$ cat src/rtl/framebuffer_write_arbiter.sv
// Round-robin arbiter granting one requester at a time exclusive write access to the framebuffer RAM.
// Optional ownership watchdog is enabled by defining FB_ARB_TIMEOUT_EN.

package params_pkg;
  localparam int BYTES_PER_PIXEL = 3;
  localparam int PIXEL_HEIGHT    = 32;
  localparam int PIXEL_WIDTH     = 64;
endpackage

package calc_pkg;
  function automatic int clog2_min1(input int value);
    return (value <= 2) ? 1 : $clog2(value);
  endfunction

  function automatic int num_row_address_bits(input int pixel_height);
    return clog2_min1(pixel_height);
  endfunction

  function automatic int num_column_address_bits(input int pixel_width);
    return clog2_min1(pixel_width);
  endfunction

  function automatic int num_pixelcolorselect_bits(input int bytes_per_pixel);
    return clog2_min1(bytes_per_pixel);
  endfunction
endpackage

module framebuffer_write_arbiter #(
  parameter int BYTES_PER_PIXEL = params_pkg::BYTES_PER_PIXEL,
  parameter int PIXEL_HEIGHT    = params_pkg::PIXEL_HEIGHT,
  parameter int PIXEL_WIDTH     = params_pkg::PIXEL_WIDTH,
  parameter int NUM_REQ         = 2,
  parameter int TIMEOUT_CYCLES  = 1024,
  localparam int RB = calc_pkg::num_row_address_bits(PIXEL_HEIGHT),
  localparam int CB = calc_pkg::num_column_address_bits(PIXEL_WIDTH),
  localparam int PB = calc_pkg::num_pixelcolorselect_bits(BYTES_PER_PIXEL)
) (
  input  logic                  clk,
  input  logic                  reset_n,
  input  logic [NUM_REQ-1:0]    req_access_start,
  input  logic [NUM_REQ-1:0]    req_done,
  input  logic [NUM_REQ-1:0]    req_write_enable,
  input  logic [NUM_REQ*RB-1:0] req_row,
  input  logic [NUM_REQ*CB-1:0] req_column,
  input  logic [NUM_REQ*PB-1:0] req_pixel,
  input  logic [NUM_REQ*8-1:0]  req_data,
  output logic [NUM_REQ-1:0]    grant,
  output logic [RB-1:0]         ram_row,
  output logic [CB-1:0]         ram_column,
  output logic [PB-1:0]         ram_pixel,
  output logic [7:0]            ram_data,
  output logic                  ram_write_enable,
  output logic                  dropped_write,
  output logic                  timeout_err
);

  localparam int OW = $clog2(NUM_REQ);

  if (NUM_REQ < 2 || NUM_REQ > 4 || TIMEOUT_CYCLES < 1) begin : g_param_check
    $error("framebuffer_write_arbiter: NUM_REQ must be 2..4 and TIMEOUT_CYCLES >= 1");
  end

  typedef enum logic {
    IDLE,
    OWNED
  } state_t;

  state_t               state_reg, state_next;
  logic [OW-1:0]        owner_reg, owner_next;
  logic [OW-1:0]        rr_ptr_reg, rr_ptr_next;
  logic [NUM_REQ-1:0]   pending_reg, pending_next;
  logic                 dropped_reg, dropped_next;
  logic [RB-1:0]        row_hold_reg;
  logic [CB-1:0]        column_hold_reg;
  logic [PB-1:0]        pixel_hold_reg;
  logic [7:0]           data_hold_reg;

  logic                 sel_found;
  logic [OW-1:0]        sel_idx;
  logic [OW-1:0]        owner_succ;
  logic                 owner_done;
  logic                 owned;

  logic [RB-1:0]        row_a    [NUM_REQ];
  logic [CB-1:0]        column_a [NUM_REQ];
  logic [PB-1:0]        pixel_a  [NUM_REQ];
  logic [7:0]           data_a   [NUM_REQ];

  for (genvar gi = 0; gi < NUM_REQ; gi++) begin : g_fields
    assign row_a[gi]    = req_row[gi*RB +: RB];
    assign column_a[gi] = req_column[gi*CB +: CB];
    assign pixel_a[gi]  = req_pixel[gi*PB +: PB];
    assign data_a[gi]   = req_data[gi*8 +: 8];
  end

  assign owned      = (state_reg == OWNED);
  assign owner_done = req_done[owner_reg];
  assign owner_succ = (owner_reg == OW'(NUM_REQ - 1)) ? '0 : owner_reg + 1'b1;

  // First pending requester at or after the round-robin pointer, wrapping.
  always_comb begin : p_select
    int            cand;
    logic [OW-1:0] cand_idx;
    sel_found = 1'b0;
    sel_idx   = '0;
    cand      = 0;
    cand_idx  = '0;
    for (int k = 0; k < NUM_REQ; k++) begin
      cand     = (int'(rr_ptr_reg) + k) % NUM_REQ;
      cand_idx = OW'(cand);
      if (!sel_found && pending_reg[cand_idx]) begin
        sel_found = 1'b1;
        sel_idx   = cand_idx;
      end
    end
  end

`ifdef FB_ARB_TIMEOUT_EN
  localparam int CW = $clog2(TIMEOUT_CYCLES + 1);
  logic [CW-1:0] count_reg, count_next;
  logic          timeout_reg, timeout_next;
`endif

  always_comb begin
    state_next   = state_reg;
    owner_next   = owner_reg;
    rr_ptr_next  = rr_ptr_reg;
    pending_next = pending_reg | req_access_start;
`ifdef FB_ARB_TIMEOUT_EN
    count_next   = count_reg;
    timeout_next = timeout_reg;
`endif
    case (state_reg)
      IDLE: begin
        if (sel_found) begin
          state_next            = OWNED;
          owner_next            = sel_idx;
          pending_next[sel_idx] = 1'b0;
`ifdef FB_ARB_TIMEOUT_EN
          count_next            = '0;
`endif
        end
      end
      OWNED: begin
        if (owner_done) begin
          // A start coinciding with done re-queues the owner.
          state_next  = IDLE;
          rr_ptr_next = owner_succ;
        end
`ifdef FB_ARB_TIMEOUT_EN
        else if (count_reg == CW'(TIMEOUT_CYCLES - 1)) begin
          state_next              = IDLE;
          rr_ptr_next             = owner_succ;
          timeout_next            = 1'b1;
          pending_next[owner_reg] = pending_reg[owner_reg];
        end
`endif
        else begin
          pending_next[owner_reg] = pending_reg[owner_reg];
        end
`ifdef FB_ARB_TIMEOUT_EN
        count_next = count_reg + 1'b1;
`endif
      end
      default: state_next = IDLE;
    endcase
  end

  assign dropped_next = dropped_reg | (|(req_write_enable & ~grant));

  always_ff @(posedge clk or negedge reset_n) begin
    if (!reset_n) begin
      state_reg       <= IDLE;
      owner_reg       <= '0;
      rr_ptr_reg      <= '0;
      pending_reg     <= '0;
      dropped_reg     <= 1'b0;
      row_hold_reg    <= '0;
      column_hold_reg <= '0;
      pixel_hold_reg  <= '0;
      data_hold_reg   <= '0;
    end else begin
      state_reg   <= state_next;
      owner_reg   <= owner_next;
      rr_ptr_reg  <= rr_ptr_next;
      pending_reg <= pending_next;
      dropped_reg <= dropped_next;
      if (owned) begin
        row_hold_reg    <= row_a[owner_reg];
        column_hold_reg <= column_a[owner_reg];
        pixel_hold_reg  <= pixel_a[owner_reg];
        data_hold_reg   <= data_a[owner_reg];
      end
    end
  end

`ifdef FB_ARB_TIMEOUT_EN
  always_ff @(posedge clk or negedge reset_n) begin
    if (!reset_n) begin
      count_reg   <= '0;
      timeout_reg <= 1'b0;
    end else begin
      count_reg   <= count_next;
      timeout_reg <= timeout_next;
    end
  end
  assign timeout_err = timeout_reg;
`else
  assign timeout_err = 1'b0;
`endif

  assign grant            = owned ? (NUM_REQ'(1) << owner_reg) : '0;
  assign ram_write_enable = owned & req_write_enable[owner_reg];
  assign dropped_write    = dropped_reg;

  // IDLE presents the values captured during the last owned cycle.
  always_comb begin
    if (owned) begin
      ram_row    = row_a[owner_reg];
      ram_column = column_a[owner_reg];
      ram_pixel  = pixel_a[owner_reg];
      ram_data   = data_a[owner_reg];
    end else begin
      ram_row    = row_hold_reg;
      ram_column = column_hold_reg;
      ram_pixel  = pixel_hold_reg;
      ram_data   = data_hold_reg;
    end
  end

endmodule

$ cat config.mk
export PLATFORM = sky130hd
export DESIGN_NAME = framebuffer_write_arbiter
export DESIGN_NICKNAME = d
export VERILOG_FILES = /design/src/rtl/framebuffer_write_arbiter.sv
export SDC_FILE = /design/constraint.sdc
export NUM_CORES = 1
export LEC_CHECK = 0
export CAP_MARGIN = 40
export CELL_PAD_IN_SITES_DETAIL_PLACEMENT = 0
export CELL_PAD_IN_SITES_GLOBAL_PLACEMENT = 1
export CORE_ASPECT_RATIO = 0.7
export CORE_MARGIN = 3
export CORE_UTILIZATION = 29
export CTS_CLUSTER_DIAMETER = 50
export DETAILED_ROUTE_END_ITERATION = 7
export GPL_ROUTABILITY_DRIVEN = 0
export PLACE_DENSITY = 0.86
export SYNTH_ARGS = -nofsm -noshare
export SYNTH_HDL_FRONTEND = slang
export SYNTH_SLANG_ARGS = --single-unit
$ cat constraint.sdc
create_clock -name clk -period 3.6 [get_ports clk]
set_clock_uncertainty 0.15 [all_clocks]
set_input_delay 0.36 -clock clk [delete_from_list [all_inputs] [get_ports clk]]
set_output_delay 0.36 -clock clk [all_outputs]
set_load 0.005 [all_outputs]
# Word-level counts from Yosys, hierarchy flattened
# Cells that the tools add are included.
[word_totals]
wordCells = 78
regBits = 27
output_inout_bits = 26
in_bits = 50
[op_classes]
reduce_logical = 7
mux = 43
add_sub_neg = 2
n_bitwise = 9
shifts = 1
order_cmp = 7
[op_table]
columns = ["operator", "n"]
rows = [
  ["2-to-1 mux 8 bit", 4],
  ["2-to-1 mux 6 bit", 4],
  ["2-to-1 mux 5 bit", 4],
  ["2-to-1 mux 1 bit", 19],
  ["2-to-1 mux 2 bit", 7],
  ["< comparator 1 x 2 -> 1 bit (second input constant)", 4],
  ["bitwise AND 2 bit", 2],
  ["inverter 2 bit", 2],
  ["case mux 2 bit (2 select lines)", 1],
  ["AND reduction 2 bit", 2],
  ["logical AND 1 bit", 3],
  ["adder 1 bit (second input constant)", 2],
  ["bitwise mux 2 bit", 1],
  ["demux 1 bit (select 1 bit)", 2],
  ["greater-or-equal comparator 1 bit (second input constant)", 2],
  ["greater-or-equal comparator 2 bit (second input constant)", 1],
  ["inverter 1 -> 2 bit", 1],
  ["bitwise OR 2 bit", 1],
  ["case mux 1 bit (2 select lines)", 1],
  ["OR reduction 2 bit", 1],
  ["left shift 1 x 1 -> 2 bit (first input constant)", 1],
  ["bitwise AND 1 bit", 1],
  ["logical NOT 1 bit", 1],
  ["inverter 1 bit", 1],
  ["bitwise OR 1 bit", 1],
]

# Logic depth before layout (Yosys ltp)
# Gate-level depths: netlist (run 1).
[depth]
ltp_word = 14
depth_mapped = 4
ltp_nobuf = 2

# Worst setup path before layout (run 1)
# OpenSTA, ideal clock, no wires.
[synth_path]
path_type = "flip-flop to output port"
from = "register owner_reg"
to = "output ram_column[1]"
slack_ps = 2213
path_buffers = 1
path_stages_with_launch = 4
arrival_time_ps = 877
t_required_ps = 3090
cell_sequence = "dfrtp_1 -> buf_4 -> mux2i_1 -> a21oi_1"
[synth_via]
elab_chain_len = 5
[synth_lines]
columns = ["item", "line", "text"]
rows = [
  ["start, declared", "69", "logic [OW-1:0] owner_reg, owner_next;"],
  ["start signal, assigned", "184", "owner_reg <= owner_next;"],
  ["inverter 1 -> 2 bit (not written as such)", "220", "ram_column = column_a[owner_reg];"],
  ["2-to-1 mux 6 bit (not written as such) (3 in a row)", "220", ""],
  ["2-to-1 mux 6 bit", "218", "if (owned) begin"],
  ["end, declared", "49", "output logic [CB-1:0] ram_column,"],
]
# No other way between the ends. The select of a mux whose other input is x is not followed.

# Worst setup path in the final report (run 1)
[layout_path]
from = "register state_reg, in the netlist owned"
to = "output ram_data[2]"
[layout_via]
elab_chain_len = 1
[layout_lines]
columns = ["item", "line", "text"]
rows = [
  ["start, declared", "68", "state_t state_reg, state_next;"],
  ["start signal, assigned", "183", "state_reg <= state_next;"],
  ["2-to-1 mux 8 bit", "n/a", ""],
  ["end, declared", "51", "output logic [7:0] ram_data,"],
]
# No other way between the ends.

==> impl_results.md, run 1 <==
- Largest family of logic cells by synthesized area: multiplexers
- Crit path launch type: flip-flop
- Worst setup margin: just under 0.9 ns
- CP max FO: 22
- WL/cell: ~13 µm
- Pre-Repair DR Iteration Count: 4
- Post-DP Area: approximately 2100 µm²
- Fin area: 2140 µm²
- Outcome: completed
- Most used DFF post-synth: dfrtp_1
- Number of cells upsized or downsized after cts: 0
- Setup_tns: 0 ns
- Share of cells above drive strength 1: 0.0553
- Dpl ws: roughly 1.2 ns
- Cell Count Post-Placement: ~250
- CTS tree: yes
- Hpwl dp: ~2700 µm
- Nets: 250
- Post-CTS Hold Fix Bufs: 0
- DRT Wirelength: between 3000 and 4000 µm
- Die Height: about 62 µm
- TritonCTS buffer count: 3
- Hold Slack: about 0.30 ns
- Hold Path Class: input pin to async pin
- Final Power: approximately 1.6 mW
- Pwr Density: 751 nW/µm²
- Tmin final: around 2.7 ns
- IO Pins: between 70 and 80
- Fin. Hold Viols: 0
- Grt total ovfl: 0
- Synth top area share: 0.513
- Measured slew at the worst slew-check pin: around 0.6 ns
- Synth area leaders: dfrtp_1, mux2i_1, a21oi_1
- Worst reg-to-reg path cell count: 3
- FF+latch count, synth: 27
- # rows: 19
- Achievable Freq: between 0.3 and 0.4 GHz
- Switching share of total power: 0.342
- P&R area growth vs syn: 62.7%
- Adder-cell share of the synthesized area: 0
- Fin. max-slew vios: 0
- Post-Synth Simple-Gate Area: 0.124
- Vias in the first global route: ~1200
- Relative slew slack: 0.592
- Clk sink count: 27
- Mean Syn Cell Area: about 10 µm²
- First-pass GRT wire length: 5550 µm
- Fill count: around 380
- H-tree Lvls: 1
- CP arrival: around 2.2 ns
- Post-layout util: 0.518
- CTS root buffer: clkbuf_8
- Asr flop ratio synth: 1.00
- Synth Area in XOR/XNOR: 0
- FF-to-FF End: data_hold_reg[2]
- CTS Buffer Depth: 2
- Die area: between 5000 and 6000 µm²
- CP required: approximately 3.1 ns
- Switching power: ~0.55 mW
- Synth Instances: ~130
- Worst Setup Path Type: flip-flop to primary output
- Sequential-to-total area share from yosys stat: 0.513
- Post-synth EDFFs: 0
- Starting Density: 0.318
- Largest net degree at the start of global routing: 28
- Die span in x: about 87 µm
- Number of diodes: 0
- Post-DR vias/cell: approximately 4.7
- Biggest area consumer among synthesized cells: dfrtp_1
- Synth Area in Compound Gates: 0.124
- Maximum VDD drop: 0.000396 V
- Tot GR Track Use: 0.127
- Initial DRC count: 59
- Core ar.: 4140 µm²
- Post-CTS Setup Bufs: 0
- Mapped cell area: approximately 1300 µm²
- Library cells used by synthesis: 24
- Via count: around 1200
- Fin crit share: 0.751
- Max Cap Violations: 0
- Top-count cell post-synth: dfrtp_1
- Worst setup EP type: primary output
- RR Startpoint: owned
- Clock share of power: 0.103
- Worst-Skew Late Latency: between 0.2 and 0.3 ns
- LEAKAGE: between 0.9 and 1 nW
- Antenna violations before repair: 0
- RSZ-0062 raised after global routing: false
- Internal power: ~1.1 mW
- Syn. warnings: 0
- Combinational power share: 0.566
- Register share of total power: 0.331
- Post-route insts no fill: about 250
- Clock transition at path regs: around 0.090 ns
- Post-route ant nets: 0
- Syn Nets: between 150 and 200
- Post-synth top cells: dfrtp_1, mux2i_1, nor2_1
- FF-to-FF setup slack: 1.99 ns
- Largest register FFs: 8
- DRC viols: 0
- Final setup fails: 0
- Port buffer count: 74
- Mux cell area share after synthesis: 0.186
==> placed cells by master, fill, tap and decap left out <==
cell / count
a211oi_1: 1
a31oi_1: 1
dfrtp_1: 27
a211oi_2: 1
o2bb2ai_1: 1
a2bb2oi_1: 1
clkbuf_8: 3
nor3_1: 2
and4bb_1: 1
clkbuf_1: 1
nand2b_1: 1
nand2_1: 2
nor4b_1: 1
and2_1: 1
a21oi_1: 22
conb_1: 1
mux2_4: 1
mux2i_1: 23
nor2_1: 23
inv_1: 1
clkdlybuf4s50_1: 74
a21oi_2: 1
nor2b_1: 4
buf_4: 5
==> worst max-delay path by stage <==
stage | endpoint | depth (start not counted) | from
3_5_place_dp | ram_data[2] | 4 | owned
4_1_cts | ram_data[2] | 4 | owned
2_1_floorplan | ram_column[1] | 3 | owner_reg
5_1_grt | ram_data[2] | 4 | owned
3_3_place_gp | ram_data[2] | 4 | owned
6_report | ram_data[2] | 4 | owned
==> power by group through the flow <==
stage	combinational, mW	clock, mW	sequential [mW]
detailed placement	0.920	0	0.538
CTS	0.927	0.174	0.534
floorplan	0.493	0	0.497
global placement	0.905	0	0.533
finish	0.910	0.166	0.533
global route	1.00	0.189	0.555
==> metal layers <==
metal | track usage | routed length [µm] | share of wire | vias to the layer above
li1 | - | - | - | 580
met3 | 0.0687 | 396 | 0.12 | 2
met2 | 0.206 | 1570 | 0.47 | 60
met4 | 0.0214 | 11 | 0.0033 | 0
met5 | 0 | 0 | 0 | -
met1 | 0.149 | 1360 | 0.41 | 535
==> logic make-up after synthesis <==
| family | count (synthesis) |
|---|---|
| AOI/OAI and AO/OA | 28 |
| buffers and inverters | 11 |
| DFF | 27 |
| muxes | 24 |
| other | 1 |
| and+or+nand+nor | 35 |
==> critical path, stage by stage, from the launching register on <==
cell and delay [ns]:
dfrtp_1 0.74, buf_4 0.34, nor2_1 0.07, a21oi_1 0.21, clkdlybuf4s50_1 0.57
==> layout make-up <==
type	count	area [µm²]	area share
inverters	1	3.75	0.00175
clock buffers	4	45.0	0.0210
well taps	52	65.1	0.0304
flip-flops and latches	27	676	0.315
multi-input cells	88	574	0.268
repair buffers	79	778	0.363
No activity file was read; power rests on OpenSTA's default activity.
==> inputs of run 2 (changes only) <==
--- a/config.mk
+++ b/config.mk
@@ -10,11 +10,11 @@
 export CELL_PAD_IN_SITES_GLOBAL_PLACEMENT = 1
 export CORE_ASPECT_RATIO = 0.7
 export CORE_MARGIN = 3
-export CORE_UTILIZATION = 29
+export CORE_UTILIZATION = 24
 export CTS_CLUSTER_DIAMETER = 50
 export DETAILED_ROUTE_END_ITERATION = 7
 export GPL_ROUTABILITY_DRIVEN = 0
-export PLACE_DENSITY = 0.86
+export PLACE_DENSITY = 0.76
 export SYNTH_ARGS = -nofsm -noshare
 export SYNTH_HDL_FRONTEND = slang
 export SYNTH_SLANG_ARGS = --single-unit
==> constraint.sdc (replaced) <==
create_clock -name clk -period 2.3 [get_ports clk]
set_clock_uncertainty 0.15 [all_clocks]
set_input_delay 0.23 -clock clk [delete_from_list [all_inputs] [get_ports clk]]
set_output_delay 0.23 -clock clk [all_outputs]
set_load 0.005 [all_outputs]
==> run 2 against run 1 <==
  * Sequential power is 48% higher
  * Cell area is 2.3% higher
  * Highest routed layer is now met3
  * Largest cell class unchanged
  * Sequential share of layout area fell by 0.70 points
==> impl_results.md, run 2 (synthesis results as in run 1) <==
- Die span in x: 94.5 µm (was 86.5 µm)
- CP required: 1.92 ns (was 3.09 ns)
- RSZ-0062 raised after global routing: true (was false)
- DRC viols: 0 (unchanged)
- Hpwl dp: 2550 µm (was 2670 µm)
- Cell Count Post-Placement: 266 (was 247)
- Worst path max stage delay: 0.55 ns (was 0.74 ns)
- Maximum VDD drop: 0.000407 V (was 0.000396 V)
- Initial DRC count: 24 (was 59)
- DRT Wirelength: 3270 µm (was 3340 µm)
- CP max-delay cell: clkdlybuf4s50_1 (was dfrtp_1)
- Die area: 6420 µm² (was 5400 µm²)
- # rows: 21 (was 19)
- Tot GR Track Use: 0.105 (was 0.127)
- Fin. Hold Viols: 0 (unchanged)
- P&R area growth vs syn: 66.4% (was 62.7%)
- Post-CTS Setup Bufs: 0 (unchanged)
- Post-DR vias/cell: 4.19 (was 4.69)
- Worst setup margin: 0.100 ns (was 0.895 ns)
- CTS root buffer: clkbuf_8 (unchanged)
- Pre-Repair DR Iteration Count: 2 (was 4)
- Worst setup EP type: primary output (unchanged)
- IO Pins: 76 (unchanged)
- Commonest non-fill, non-tap cell in the layout: clkdlybuf4s50_1 (unchanged)
- CP Launch Point: owner_reg (was owned)
- Outcome: completed (unchanged)
- WL/cell: 12.1 µm (was 13.3 µm)
- Tmin final: 2.20 ns
- CP max FO: 10 (was 22)
- Vias in the first global route: 1078 (was 1240)
- Antenna violations before repair: 0 (unchanged)
- Clk sink count: 27 (unchanged)
- Setup_tns: 0 ns (unchanged)
- CTS tree: yes (unchanged)
- Largest net degree at the start of global routing: 32 (was 28)
- LEAKAGE: 0.933 nW (was 0.918 nW)
- Hold Path Class: input pin to async pin (unchanged)
- Post-CTS Hold Fix Bufs: 0 (unchanged)
- Number of cells upsized or downsized after cts: 0 (unchanged)
- Fin crit share: 0.956
- Worst Setup Path Type: flip-flop to primary output (unchanged)
- Achievable Freq: around 0.45 GHz
- Share of cells above drive strength 1: 0.0746 (was 0.0553)
- Nets: 252 (was 250)
- Core ar.: 5020 µm² (was 4140 µm²)
- H-tree Lvls: 1 (unchanged)
- Largest register FFs: 8 (unchanged)
- Die Height: 68.0 µm (was 62.4 µm)
- Clock transition at path regs: 0.10 ns (was 0.09 ns)
- Post-route insts no fill: 270 (was 251)
- Starting Density: 0.262 (was 0.318)
- TritonCTS buffer count: 3 (unchanged)
- Fill count: 481 (was 383)
- Critical-path cell list: buf_4 > mux2i_1 > a21oi_1 > clkdlybuf4s50_1 (was buf_4 > nor2_1 > a21oi_1 > clkdlybuf4s50_1)
- Number of diodes: 0 (unchanged)
- Post-route ant nets: 0 (unchanged)
- Via count: 1131 (was 1177)
- RR Startpoint: owner_reg (was owned)
- Dpl ws: 0.394 ns (was 1.21 ns)
- CP arrival: 1.82 ns (was 2.19 ns)
- Crit path launch type: flip-flop (unchanged)
- Port buffer count: 74 (unchanged)
- CTS Buffer Depth: 2 (unchanged)
- Max Cap Violations: 0 (unchanged)
- Final setup fails: 0 (unchanged)
- Fin. max-slew vios: 0 (unchanged)
- Commonest non-fill, non-tap cells in the layout: clkdlybuf4s50_1, dfrtp_1, mux2i_1, nor2_1, a21oi_1 (unchanged)
- Pwr Density: 1170 nW/µm² (was 751 nW/µm²)
- First-pass GRT wire length: 5260 µm (was 5550 µm)
- Worst-Skew Late Latency: 0.28 ns (was 0.26 ns)
- Grt total ovfl: 0 (unchanged)
run 2: changes by cell type in the layout (fill, tap and decap cells not counted):
cell / previous run / this run
clkbuf_1: 1 / 0
clkinv_2: 0 / 1
a21oi_2: 1 / 2
a21oi_1: 22 / 21
buf_6: 0 / 2
run 2: final cells by class:
class                           count  area, µm²  share of cell area
Sequential cell                    27        676               0.308
Timing Repair Buffer               81        801               0.366
Clock buffer                        3       41.3              0.0188
Clock inverter                      1       5.00             0.00228
Tap cell                           69       86.3              0.0394
Multi-Input combinational cell     88        578               0.264
Inverter                            1       3.75             0.00171
run 2: final timing paths:
| check | to | slack (ns) | depth (start not counted) |
|---|---|---|---|
| worst max register to register | pending_reg[0] | 1.03 | 3 |
| worst max-delay path | ram_row[3] | 0.10 | 4 |
| min in group clk | pending_reg[0] | 0.37 | 3 |
| max in group asynchronous | owned | 1.69 | 2 |
| worst min-delay path | data_hold_reg[0] | 0.13 | 2 |
| worst min register to register | row_hold_reg[1] | 0.38 | 2 |
run 2: routing by layer:
layer | vias to the layer above | GRT usage | part of all wire
met5 | - | 0 | 0
met2 | 56 | 0.151 | 0.35
met1 | 488 | 0.146 | 0.52
met3 | 0 | 0.0505 | 0.13
met4 | 0 | 0.0108 | 0
li1 | 587 | - | -
run 2: critical path: cells and delay by family (launching register included):
kind                   cells  cell delay, ns
flip-flops                 1            0.43
AO/OA/AOI/OAI              1            0.22
multiplexers               1            0.13
buffers and inverters      2            0.76
run 2: report_power, final:
group | switching [mW] | internal, mW | total [mW]
registers | 0.0874 | 0.703 | 0.791
clock network | 0.158 | 0.122 | 0.280
logic | 0.632 | 0.856 | 1.49
total | 0.877 | 1.68 | 2.56
run 2: per-stage QoR:
step,power (mW),utilization,hold slack [ns],cell area [µm²]
after floorplan,1.55,-,-0.216,1320
after global placement,2.28,0.425,0.367,2130
after detailed placement,2.29,0.425,0.372,2130
after CTS,2.58,0.434,0.123,2180
after global routing,2.78,0.437,0.154,2190
final,2.56,0.437,0.126,2190
==> inputs of run 3 (changes only) <==
--- a/config.mk
+++ b/config.mk
@@ -5,6 +5,7 @@
 export SDC_FILE = /design/constraint.sdc
 export NUM_CORES = 1
 export LEC_CHECK = 0
+export ABC_CLOCK_PERIOD_IN_PS = 2300
 export CAP_MARGIN = 40
 export CELL_PAD_IN_SITES_DETAIL_PLACEMENT = 0
 export CELL_PAD_IN_SITES_GLOBAL_PLACEMENT = 1
==> results of run 3 <==
No change in the layout: final DEF, timing and power equal those of run 2.
